### src/rtl/corescore_uart_rx_stream.sv
// rtl/corescore_uart_rx_stream.sv - 8N1 UART receiver feeding a valid/ready byte stream
// Two-flop synchroniser, mid-bit sampling FSM, framing/overrun pulses and a small output FIFO.
module corescore_uart_rx_stream #(
  parameter int clk_freq_hz = 50_000_000,
  parameter int baud_rate   = 57600,
  parameter int depth       = 4
) (
  input  logic       i_clk,
  input  logic       i_rst,
  input  logic       i_uart_rx,
  output logic [7:0] o_data,
  output logic       o_valid,
  input  logic       i_ready,
  output logic       o_frame_err,
  output logic       o_overrun
);

  localparam int CPB = clk_freq_hz / baud_rate;
  localparam int CW  = $clog2(CPB);
  localparam int AW  = $clog2(depth);
  localparam logic [CW-1:0] C_FULL  = CW'(CPB - 1);
  localparam logic [CW-1:0] C_HALF  = CW'(CPB / 2 - 1);
  localparam logic [AW:0]   C_DEPTH = (AW + 1)'(depth);

  typedef enum logic [2:0] {
    S_IDLE,
    S_START,
    S_DATA,
    S_STOP,
    S_WAIT_HIGH
  } state_t;

  state_t          r_state;
  logic            r_sync1;
  logic            r_sync2;
  logic [CW-1:0]   r_cnt;
  logic [2:0]      r_bit;
  logic [7:0]      r_sh;
  logic            r_frame_err;
  logic            r_overrun;

  logic [7:0]      r_mem [depth];
  logic [AW-1:0]   r_wr;
  logic [AW-1:0]   r_rd;
  logic [AW:0]     r_count;

  logic            w_stop_sample;
  logic            w_push;
  logic            w_pop;
  logic            w_full;
  logic            w_accept;

  assign w_stop_sample = (r_state == S_STOP) && (r_cnt == '0);
  assign w_push        = w_stop_sample && r_sync2;
  assign o_valid       = (r_count != '0);
  assign w_pop         = o_valid && i_ready;
  assign w_full        = (r_count == C_DEPTH);
  // A full FIFO still takes the byte when the consumer frees a slot on the same edge.
  assign w_accept      = w_push && (!w_full || w_pop);

  assign o_data      = r_mem[r_rd];
  assign o_frame_err = r_frame_err;
  assign o_overrun   = r_overrun;

  always_ff @(posedge i_clk) begin
    if (i_rst) begin
      r_sync1     <= 1'b1;
      r_sync2     <= 1'b1;
      r_state     <= S_IDLE;
      r_cnt       <= '0;
      r_bit       <= '0;
      r_sh        <= '0;
      r_frame_err <= 1'b0;
    end else begin
      r_sync1     <= i_uart_rx;
      r_sync2     <= r_sync1;
      r_frame_err <= 1'b0;
      case (r_state)
        S_IDLE: begin
          if (!r_sync2) begin
            r_state <= S_START;
            r_cnt   <= C_HALF;
          end
        end
        S_START: begin
          if (r_cnt == '0) begin
            if (r_sync2) begin
              r_state <= S_IDLE;
            end else begin
              r_state <= S_DATA;
              r_cnt   <= C_FULL;
              r_bit   <= '0;
            end
          end else begin
            r_cnt <= r_cnt - 1'b1;
          end
        end
        S_DATA: begin
          if (r_cnt == '0) begin
            r_sh[r_bit] <= r_sync2;
            r_cnt       <= C_FULL;
            if (r_bit == 3'd7) begin
              r_state <= S_STOP;
            end else begin
              r_bit <= r_bit + 1'b1;
            end
          end else begin
            r_cnt <= r_cnt - 1'b1;
          end
        end
        S_STOP: begin
          if (r_cnt == '0) begin
            if (r_sync2) begin
              r_state <= S_IDLE;
            end else begin
              r_frame_err <= 1'b1;
              r_state     <= S_WAIT_HIGH;
            end
          end else begin
            r_cnt <= r_cnt - 1'b1;
          end
        end
        // A held-low line (break) must return high before another start bit is looked for.
        S_WAIT_HIGH: begin
          if (r_sync2) begin
            r_state <= S_IDLE;
          end
        end
        default: r_state <= S_IDLE;
      endcase
    end
  end

  always_ff @(posedge i_clk) begin
    if (i_rst) begin
      for (int i = 0; i < depth; i++) begin
        r_mem[i] <= '0;
      end
      r_wr      <= '0;
      r_rd      <= '0;
      r_count   <= '0;
      r_overrun <= 1'b0;
    end else begin
      r_overrun <= w_push && w_full && !w_pop;
      if (w_accept) begin
        r_mem[r_wr] <= r_sh;
        r_wr        <= r_wr + 1'b1;
      end
      if (w_pop) begin
        r_rd <= r_rd + 1'b1;
      end
      case ({w_accept, w_pop})
        2'b10:   r_count <= r_count + 1'b1;
        2'b01:   r_count <= r_count - 1'b1;
        default: r_count <= r_count;
      endcase
    end
  end

endmodule

### config.mk
export PLATFORM = sky130hd
export DESIGN_NAME = corescore_uart_rx_stream
export DESIGN_NICKNAME = d
export VERILOG_FILES = /design/src/rtl/corescore_uart_rx_stream.sv
export SDC_FILE = /design/constraint.sdc
export NUM_CORES = 1
export LEC_CHECK = 0
export ABC_AREA = 1
export CAP_MARGIN = 20
export CORE_UTILIZATION = 67
export CTS_BUF_LIST = sky130_fd_sc_hd__clkbuf_4 sky130_fd_sc_hd__clkbuf_8
export DETAILED_ROUTE_END_ITERATION = 10
export GPL_TIMING_DRIVEN = 0
export PLACE_DENSITY_LB_ADDON = 0.12
export SLEW_MARGIN = 20
export SYNTH_ARGS = -nofsm -noshare
export SYNTH_HDL_FRONTEND = slang
export SYNTH_SLANG_ARGS = --single-unit
### constraint.sdc
create_clock -name i_clk -period 3.7 [get_ports i_clk]
set_input_delay 0.74 -clock i_clk [delete_from_list [all_inputs] [get_ports i_clk]]
set_output_delay 0.74 -clock i_clk [all_outputs]
set_load 0.05 [all_outputs]
==> results of run 1 <==
==> cells by family (layout without fill, tap and decap cells) <==
kind of cell	Yosys count	in the layout	synth area share
and+or+nand+nor	169	169	0.2516
adders and majority gates	5	5	0.02167
buffers and inverters	53	83	0.06192
DFF	69	69	0.5263
AOI/OAI and AO/OA	77	77	0.1277
xor gates and xnor gates	4	4	0.01084
==> flip-flops by register name, indices dropped and copies added, names as in the netlist, 2 cells and up, named ones only <==
signal	flops
r_mem	32
r_cnt	10
r_sh	8
r_bit	3
r_count	3
r_state	3
r_rd	2
r_wr	2
==> where the power goes <==
part	total (W)	leakage, nW	internal [W]	switching [W]
clock network	0.000679	0.102	0.000385	0.000293
registers	0.00102	0.632	0.000910	0.000111
logic	0.00135	0.691	0.000435	0.000913
total	0.00305	1.43	0.00173	0.00132
==> metrics by stage <==
step	hold WS, ps	std cells	total power [W]	worst slack [ps]	utilization
after floorplan	389.5	377	0.002048	1356	-
after global placement	394.3	443	0.002320	988.1	0.7633
after detailed placement	402.3	443	0.002371	911.1	0.7633
after CTS	419.3	459	0.003035	551.1	0.8119
after global routing	430.1	459	0.003250	423.3	0.8119
final	413.0	459	0.003048	550.3	0.8119
==> placed cells by master (no fill, tap or decap), types with 2 or more instances in the layout <==
cell,n
sky130_fd_sc_hd__clkinvlp_4,3
sky130_fd_sc_hd__nor3_1,8
sky130_fd_sc_hd__nand3_1,12
sky130_fd_sc_hd__or2_2,2
sky130_fd_sc_hd__o21ai_0,34
sky130_fd_sc_hd__clkdlybuf4s50_1,14
sky130_fd_sc_hd__xor2_1,2
sky130_fd_sc_hd__edfxtp_1,32
sky130_fd_sc_hd__nor2_4,2
sky130_fd_sc_hd__o22ai_1,8
sky130_fd_sc_hd__inv_1,40
sky130_fd_sc_hd__clkbuf_8,9
sky130_fd_sc_hd__bufinv_16,2
sky130_fd_sc_hd__xnor2_1,2
sky130_fd_sc_hd__nor2_2,4
sky130_fd_sc_hd__nand2_4,3
sky130_fd_sc_hd__ha_1,4
sky130_fd_sc_hd__inv_2,4
sky130_fd_sc_hd__nand2_1,47
sky130_fd_sc_hd__nand4_1,6
sky130_fd_sc_hd__clkbuf_1,6
sky130_fd_sc_hd__clkinv_1,2
sky130_fd_sc_hd__a21oi_1,23
sky130_fd_sc_hd__nand4_2,2
sky130_fd_sc_hd__a211oi_1,3
sky130_fd_sc_hd__nor2_1,74
sky130_fd_sc_hd__o21ai_1,5
sky130_fd_sc_hd__dfxtp_1,37
sky130_fd_sc_hd__nand3_2,3
==> area by class of cell <==
type	count	area [sq um]	share of cell area
buffer	7	27.53	0.007527
sequential	69	1702	0.4653
multi-input combinational	255	1331	0.3640
inverter	46	172.7	0.04721
clock buffer	10	131.4	0.03592
tap	52	65.06	0.01779
clock inverter	6	87.58	0.02395
timing repair buffer	14	140.1	0.03832
==> worst paths after layout <==
path,cells after the start,to
worst max register to register,8,r_mem[0][2]
worst max-delay path,5,o_data[5]
worst min-delay path,1,r_sync2
worst min register to register,1,r_sync2
==> worst max-delay path, delay by kind of cell, from the launching register on <==
family / cells / cell delay, ps
buffers and inverters: 3 / 1400
AOI/OAI and AO/OA: 2 / 280
DFF: 1 / 380
==> metal layers <==
metal | global-route usage | part of all wire | vias to the layer above
met5 | 0 | 0 | -
met4 | 0.1547 | 0.023 | 0
met3 | 0.07173 | 0.054 | 19
met2 | 0.5101 | 0.51 | 95
met1 | 0.3362 | 0.41 | 1250
li1 | - | - | 1310
==> impl_metrics.ini, run 1 <==
[status]
outcome = complete, no violations

[synth]
postSynthNetCount = 386
ys_ff_latch = 69
mappedNetlistArea_sq_um = 3233
synth.distinct_cells = 37
synth-edff-count = 32
post-synth-top-count-cell = sky130_fd_sc_hd__nor2_1
synth.cells.most_frequent = 74 x sky130_fd_sc_hd__nor2_1, 47 x sky130_fd_sc_hd__nand2_1, 40 x sky130_fd_sc_hd__inv_1, 37 x sky130_fd_sc_hd__dfxtp_1, 34 x sky130_fd_sc_hd__o21ai_0
synth-seq-area-share = 0.5263
synth_top_cell_area_share = 0.2972
synthesis.instances = 377
synth-main-ff-cell = sky130_fd_sc_hd__dfxtp_1
synth_top_cells_by_area = sky130_fd_sc_hd__edfxtp_1 30%, sky130_fd_sc_hd__dfxtp_1 23%, sky130_fd_sc_hd__nor2_1 8.6%, sky130_fd_sc_hd__nand2_1 5.5%, sky130_fd_sc_hd__o21ai_0 5.3%
share_of_synthesized_flip_flops_with_an_asynchronous_set_or_reset = 0
synthDominantAreaCellType = sky130_fd_sc_hd__edfxtp_1
synthesis.yosys.warnings = 0
postSynthAreaPerCell_sq_um = 8.576

[timing]
finalMaxSlewViolations = 0
finClkSkew_ps = 6.004
final-hold-violation-count = 0
final_critical_period_ps = 3150
final_min_period_over_clock_period = 0.8513
rsz0062_at_grt = false
report.final.setup_viol = 0
worst-slew-pin-transition_ps = 551.1
achievable-frequency_mhz = 317.5
finalSetupTns_ps = 0
max-slew-margin-rel = 0.6326

[global_route]
number_of_global_route_vias_before_repair = 2524
total_routing_resource_utilization_after_global_routing = 0.2933
grt_max_degree = 13
grt_first_pass_wirelength_microns = 11320
grt_antenna_before_repair = 0
globalRoute.totalOverflow = 0

[drt]
detail_route.first_pass.iterations = 5
detail_route.iter0.violations = 206
wl_per_cell_microns = 14.90
drt.antenna.violating_nets = 0
detail_route.vias_per_cell = 5.826
drt_wl_total_microns = 6841
detail_route.drc_violations = 0
dr_total_vias = 2674

[floorplanning]
ioPinCount = 15
die_h_microns = 71.47
die_x_microns = 71.47
design.die.area_sq_um = 5107
start_util = 0.7178
rows = 24
design.core.area_sq_um = 4504

[layout]
syn2layout_area_growth_pct = 13.12
final_nets = 411
layout-drive-gt1-share = 0.1057
design_area_sq_um = 3657
nFillCells = 300
antennaDiodeCount = 0

[worst_setup_path]
timing.setup.critical_path_class = reg2out
r2r-start = r_cnt[0]
timing.critical_path.slowest_cell_delay_ps = 820
setup.reg_to_reg.worst_slack_ps = 1490
critical_path.max_fanout = 10
critPathLaunchType = flop
worst_path_max_delay_cell = sky130_fd_sc_hd__clkdlybuf4s50_1
worst_ep_arrival_time_ps = 2410
endpoint_kind = output port
timing.critical_path.required_ps = 2960
path_cells = inv_1 > clkbuf_1 > o21ai_0 > o22ai_1 > clkdlybuf4s50_1

[placement]
placed_cell_area_sq_um = 3438
gp_routability_congestion = 0.9077
detailedPlacementHpwl_microns = 4838
i_o_buffers = 14

[power_and_ir_drop]
peakVddDrop_mv = 0.5357
cellLeakagePower_nw = 1.425
power_density_nw_per_um2 = 833.4

[clocking]
cts.sinks = 69
clock_latency_ps = 350
cts.repair.resized = 0
cts_max_level = 3
clock_tree.root_cell = sky130_fd_sc_hd__clkbuf_8
tritoncts = done
clock_tree.buffer_depth = 2
clk_pin_slew_ps = 70
hold_buffers = 0
tritoncts.num_buffers = 9
postCtsSetupBuffers = 0

[flow_run]
max_cap_viol_count = 0

[min_path]
hp-start = r_sync1
worst_hold_path_type = reg2reg
Note: power is estimated with default switching activity, not from simulation.
==> run 2: changes to the inputs <==
--- a/config.mk
+++ b/config.mk
@@ -7,9 +7,11 @@
 export LEC_CHECK = 0
 export ABC_AREA = 1
 export CAP_MARGIN = 20
-export CORE_UTILIZATION = 67
+export CORE_ASPECT_RATIO = 1.4
+export CORE_UTILIZATION = 70
 export CTS_BUF_LIST = sky130_fd_sc_hd__clkbuf_4 sky130_fd_sc_hd__clkbuf_8
 export DETAILED_ROUTE_END_ITERATION = 10
+export DONT_BUFFER_PORTS = 1
 export GPL_TIMING_DRIVEN = 0
 export PLACE_DENSITY_LB_ADDON = 0.12
 export SLEW_MARGIN = 20
==> impl_metrics.ini, run 2 (synthesis results as in run 1) <==
[status]
outcome = complete, no violations

[drt]
detail_route.first_pass.iterations = 4
detail_route.drc_violations = 0
drt_wl_total_microns = 6538
detail_route.iter0.violations = 104
dr_total_vias = 2526
wl_per_cell_microns = 14.46
drt.antenna.violating_nets = 0
detail_route.vias_per_cell = 5.588

[worst_setup_path]
r2r-start = r_count[1]
worst_ep_arrival_time_ps = 2270
setup.reg_to_reg.worst_slack_ps = 1230
endpoint_kind = output port
worst_path_max_delay_cell = sky130_fd_sc_hd__o22ai_1
path_cells = inv_1 > clkbuf_1 > o21ai_0 > o22ai_1
critPathLaunchType = flop
worst-path-buf-inv = 2
cp_top_family = compound AO/OA/AOI/OAI gates
timing.critical_path.slowest_cell_delay_ps = 820
ff2ff_path_depth = 8
critical_path.max_fanout = 10
timing.setup.critical_path_class = reg2out
timing.critical_path.required_ps = 2960
r2r-end = r_mem[0][4]

[power_and_ir_drop]
peakVddDrop_mv = 0.7410
cellLeakagePower_nw = 1.357
power_density_nw_per_um2 = 806.4

[global_route]
grt_max_degree = 12
total_routing_resource_utilization_after_global_routing = 0.2996
number_of_global_route_vias_before_repair = 2459
grt_first_pass_wirelength_microns = 10480
grt_antenna_before_repair = 0
globalRoute.totalOverflow = 0

[layout]
most-common-layout-cells = 74 x sky130_fd_sc_hd__nor2_1, 47 x sky130_fd_sc_hd__nand2_1, 40 x sky130_fd_sc_hd__inv_1
layout-drive-gt1-share = 0.1071
final_nets = 397
regMostFlops = r_mem
antennaDiodeCount = 0
mostFrequentLayoutCell = sky130_fd_sc_hd__nor2_1
top_flop_regs = r_mem: 32 flops, r_cnt: 10 flops, r_sh: 8 flops
finish.cell_count_without_fillers = 452
syn2layout_area_growth_pct = 7.430
largest_reg_flops = 32

[clocking]
clk_pin_slew_ps = 70
clock_tree.root_cell = sky130_fd_sc_hd__clkbuf_8
postCtsSetupBuffers = 0
cts.repair.resized = 0
tritoncts = done
cts_max_level = 3
tritoncts.num_buffers = 9
hold_buffers = 0
cts.sinks = 69
clock_tree.buffer_depth = 2
clock_latency_ps = 340

[floorplanning]
design.die.area_sq_um = 4898
rows = 28
die_h_microns = 82.41
design.core.area_sq_um = 4344
ioPinCount = 15
start_util = 0.7442
die_x_microns = 59.44

[timing]
finClkSkew_ps = 6.439
final_min_period_over_clock_period = 0.8124
report.final.setup_viol = 0
worst-slew-pin-transition_ps = 1062
finalSetupTns_ps = 0
final_critical_period_ps = 3006
max-slew-margin-rel = 0.3021
final-hold-violation-count = 0
finalMaxSlewViolations = 0
achievable-frequency_mhz = 332.7
rsz0062_at_grt = false

[placement]
gp_routability_congestion = 0.8538
post-place-cells = 437
detailedPlacementHpwl_microns = 4870
i_o_buffers = 0

[min_path]
hp-start = r_sync1
whs_path_depth = 1
worst_hold_path_type = reg2reg
timing.hold.worst_endpoint = r_sync2

[flow_run]
max_cap_viol_count = 0
-- run 2: final cells by class --
class / count / area [sq um]
fill: 318 / 870.8
clock buffer: 11 / 138.9
buffer: 7 / 27.53
multi-input combinational: 255 / 1331
tap: 60 / 75.07
inverter: 46 / 172.7
sequential: 69 / 1702
clock inverter: 4 / 26.28
-- run 2: layer usage --
layer	track usage	vias up	part of all wire
li1	-	1279	-
met1	0.2801	1166	0.38
met2	0.5798	68	0.55
met3	0.06075	13	0.042
met4	0.1762	0	0.022
met5	0	-	0
-- run 2: how the worst max path moves through the flow --
stage,from,end,slack [ps],cells past startpoint
after floorplan,flop,o_data[5],1360,4
after global placement,flop,o_data[5],1100,4
after detailed placement,flop,o_data[6],1040,4
after CTS,flop,o_data[6],680,4
after global routing,flop,o_data[6],520,4
final,flop,o_data[6],690,4
-- run 2: where the power goes --
part	total [W]	switching, W	internal, W	leakage (nW)
Combinational	0.00125	0.000911	0.000343	0.639
Sequential	0.00102	0.000109	0.000910	0.632
Clock	0.000528	0.000275	0.000253	0.0860
-- run 2: metrics by stage --
step / instance area, sq um / total power (W) / utilization / worst slack, ps / hold slack, ps
2_1_floorplan: 3233 / 0.002048 / - / 1356 / 389.5
3_3_place_gp: 3308 / 0.002235 / 0.7615 / 1102 / 394.5
3_5_place_dp: 3308 / 0.002275 / 0.7615 / 1042 / 397.8
4_1_cts: 3473 / 0.002790 / 0.7995 / 679.1 / 414.4
5_1_grt: 3473 / 0.002990 / 0.7995 / 524.2 / 442.9
6_report: 3473 / 0.002801 / 0.7995 / 694.0 / 411.9
-- run 2: worst reg2reg max path, cell delays in order, from the launching register on --
cell,delay (ps)
sky130_fd_sc_hd__dfxtp_1,360
sky130_fd_sc_hd__nor2_1,80
sky130_fd_sc_hd__nand2_1,390
sky130_fd_sc_hd__nand2_1,250
sky130_fd_sc_hd__nand3_2,180
sky130_fd_sc_hd__nand4_4,230
sky130_fd_sc_hd__nor2_4,220
sky130_fd_sc_hd__nand2_4,110
sky130_fd_sc_hd__nand2_1,320
==> run 3: changes to the inputs <==
--- a/config.mk
+++ b/config.mk
@@ -8,7 +8,7 @@
 export ABC_AREA = 1
 export CAP_MARGIN = 20
 export CORE_ASPECT_RATIO = 1.4
-export CORE_UTILIZATION = 70
+export CORE_UTILIZATION = 59
 export CTS_BUF_LIST = sky130_fd_sc_hd__clkbuf_4 sky130_fd_sc_hd__clkbuf_8
 export DETAILED_ROUTE_END_ITERATION = 10
 export DONT_BUFFER_PORTS = 1
==> constraint.sdc (replaced) <==
create_clock -name i_clk -period 2.5 [get_ports i_clk]
set_input_delay 0.5 -clock i_clk [delete_from_list [all_inputs] [get_ports i_clk]]
set_output_delay 0.5 -clock i_clk [all_outputs]
set_load 0.05 [all_outputs]
==> impl_metrics.ini, run 3 (synthesis results as in run 1) <==
[status]
outcome = complete, no violations

[layout]
antennaDiodeCount = 0
top_flop_regs = r_mem: 32 flops, r_cnt: 10 flops, r_sh: 8 flops
regMostFlops = r_mem
most-common-layout-cells = 74 x sky130_fd_sc_hd__nor2_1, 46 x sky130_fd_sc_hd__nand2_1, 40 x sky130_fd_sc_hd__inv_1
finish.cell_count_without_fillers = 459
mostFrequentLayoutCell = sky130_fd_sc_hd__nor2_1
syn2layout_area_growth_pct = 12.00
layout-drive-gt1-share = 0.1349
final_nets = 397
largest_reg_flops = 32
finish.utilization = 0.6915

[power_and_ir_drop]
share_clk_of_total_power = 0.200
power.share.combinational = 0.458
power_density_nw_per_um2 = 1221
power_switching_share = 0.4543
peakVddDrop_mv = 0.8040
sequential_group_share_of_total_power = 0.341
internal_power_w = 0.002413
p_switching_w = 0.002009
cellLeakagePower_nw = 1.389

[timing]
final_min_period_over_clock_period = 0.9766
achievable-frequency_mhz = 409.6
whs_ps = 223.3
worst-slew-pin-transition_ps = 516.5
finClkSkew_ps = 7.754
report.final.setup_viol = 0
finalMaxSlewViolations = 0
final_critical_period_ps = 2442
final-hold-violation-count = 0
max-slew-margin-rel = 0.6557

[clocking]
postCtsSetupBuffers = 0
clock_tree.root_cell = sky130_fd_sc_hd__clkbuf_8
cts.sinks = 69
tritoncts = done
clock_tree.buffer_depth = 2
hold_buffers = 0
cts_max_level = 3
clk_pin_slew_ps = 70
cts.repair.resized = 10
tritoncts.num_buffers = 9
clock_latency_ps = 350

[worst_setup_path]
critical_path.max_fanout = 10
endpoint_kind = output port
timing.setup.critical_path_class = reg2out
worst_ep_arrival_time_ps = 1940
critPathLaunchType = flop
r2r-start = r_count[0]
timing.critical_path.required_ps = 2000

[global_route]
globalRoute.totalOverflow = 0
grt_first_pass_wirelength_microns = 11400
number_of_global_route_vias_before_repair = 2593
total_routing_resource_utilization_after_global_routing = 0.2718
grt_antenna_before_repair = 0
grt_max_degree = 13

[floorplanning]
design.die.area_sq_um = 5784
ioPinCount = 15
die_h_microns = 89.59
start_util = 0.6174
rows = 31
design.core.area_sq_um = 5236
die_x_microns = 64.57

[drt]
wl_per_cell_microns = 15.41
detail_route.iter0.violations = 151
detail_route.drc_violations = 0
drt_wl_total_microns = 7075
detail_route.vias_per_cell = 5.484
detail_route.first_pass.iterations = 4
drt.antenna.violating_nets = 0
dr_total_vias = 2517

[min_path]
hp-start = i_rst
worst_hold_path_type = in2reg

[placement]
detailedPlacementHpwl_microns = 5032
post-place-cells = 443
gp_routability_congestion = 0.8413
i_o_buffers = 0

[flow_run]
max_cap_viol_count = 0
run 3: changes by cell type in the layout (fill, tap and decap cells not counted), sizes merged:
cell and change:
buf +1, bufinv +1, clkbuf -1
run 3: area by class of cell:
| type | count | area, sq um |
|---|---|---|
| inverter | 46 | 172.7 |
| sequential | 69 | 1702 |
| multi-input combinational | 255 | 1444 |
| clock inverter | 5 | 52.55 |
| clock buffer | 11 | 138.9 |
| buffer | 7 | 28.78 |
| tap | 66 | 82.58 |
| fill | 427 | 1615 |
run 3: power groups by stage:
| stage | Combinational [W] | Sequential, W | Clock [W] |
|---|---|---|---|
| 3_3_place_gp | 0.00180 | 0.00152 | 0 |
| 4_1_cts | 0.00193 | 0.00151 | 0.000901 |
| 2_1_floorplan | 0.00154 | 0.00149 | 0 |
| 6_report | 0.00203 | 0.00151 | 0.000886 |
| 5_1_grt | 0.00226 | 0.00154 | 0.000940 |
| 3_5_place_dp | 0.00184 | 0.00153 | 0 |
run 3: through the flow:
stage          setup TNS (ps)  area (sq um)  total power [W]  setup slack [ps]
6_report                    0          3621         0.004423             58.50
5_1_grt                -58.05          3621         0.004736            -58.05
4_1_cts                     0          3567         0.004340             1.047
3_5_place_dp           -272.1          3316         0.003374            -34.76
3_3_place_gp                0          3316         0.003319             44.51
2_1_floorplan               0          3233         0.003031             396.1
run 3: final timing paths:
path | cells after the start | slack (ps) | end
worst max register to register | 8 | 170 | r_mem[2][0]
worst max-delay path | 3 | 60 | o_data[6]
worst min register to register | 1 | 420 | r_sync2
worst min-delay path | 1 | 220 | r_bit[0]
run 3: worst max-delay path, cell delays in order (launching register included):
cell and delay [ps]:
sky130_fd_sc_hd__dfxtp_1 460, sky130_fd_sc_hd__buf_1 420, sky130_fd_sc_hd__o21ai_0 280, sky130_fd_sc_hd__o22ai_4 420
run 3: layer usage:
| metal | vias up | GRT usage | wire, microns |
|---|---|---|---|
| met5 | - | 0 | 0 |
| met4 | 0 | 0.1616 | 153 |
| met3 | 10 | 0.05808 | 145 |
| met2 | 32 | 0.5301 | 4047 |
| met1 | 1194 | 0.2589 | 2729 |
| li1 | 1281 | - | - |
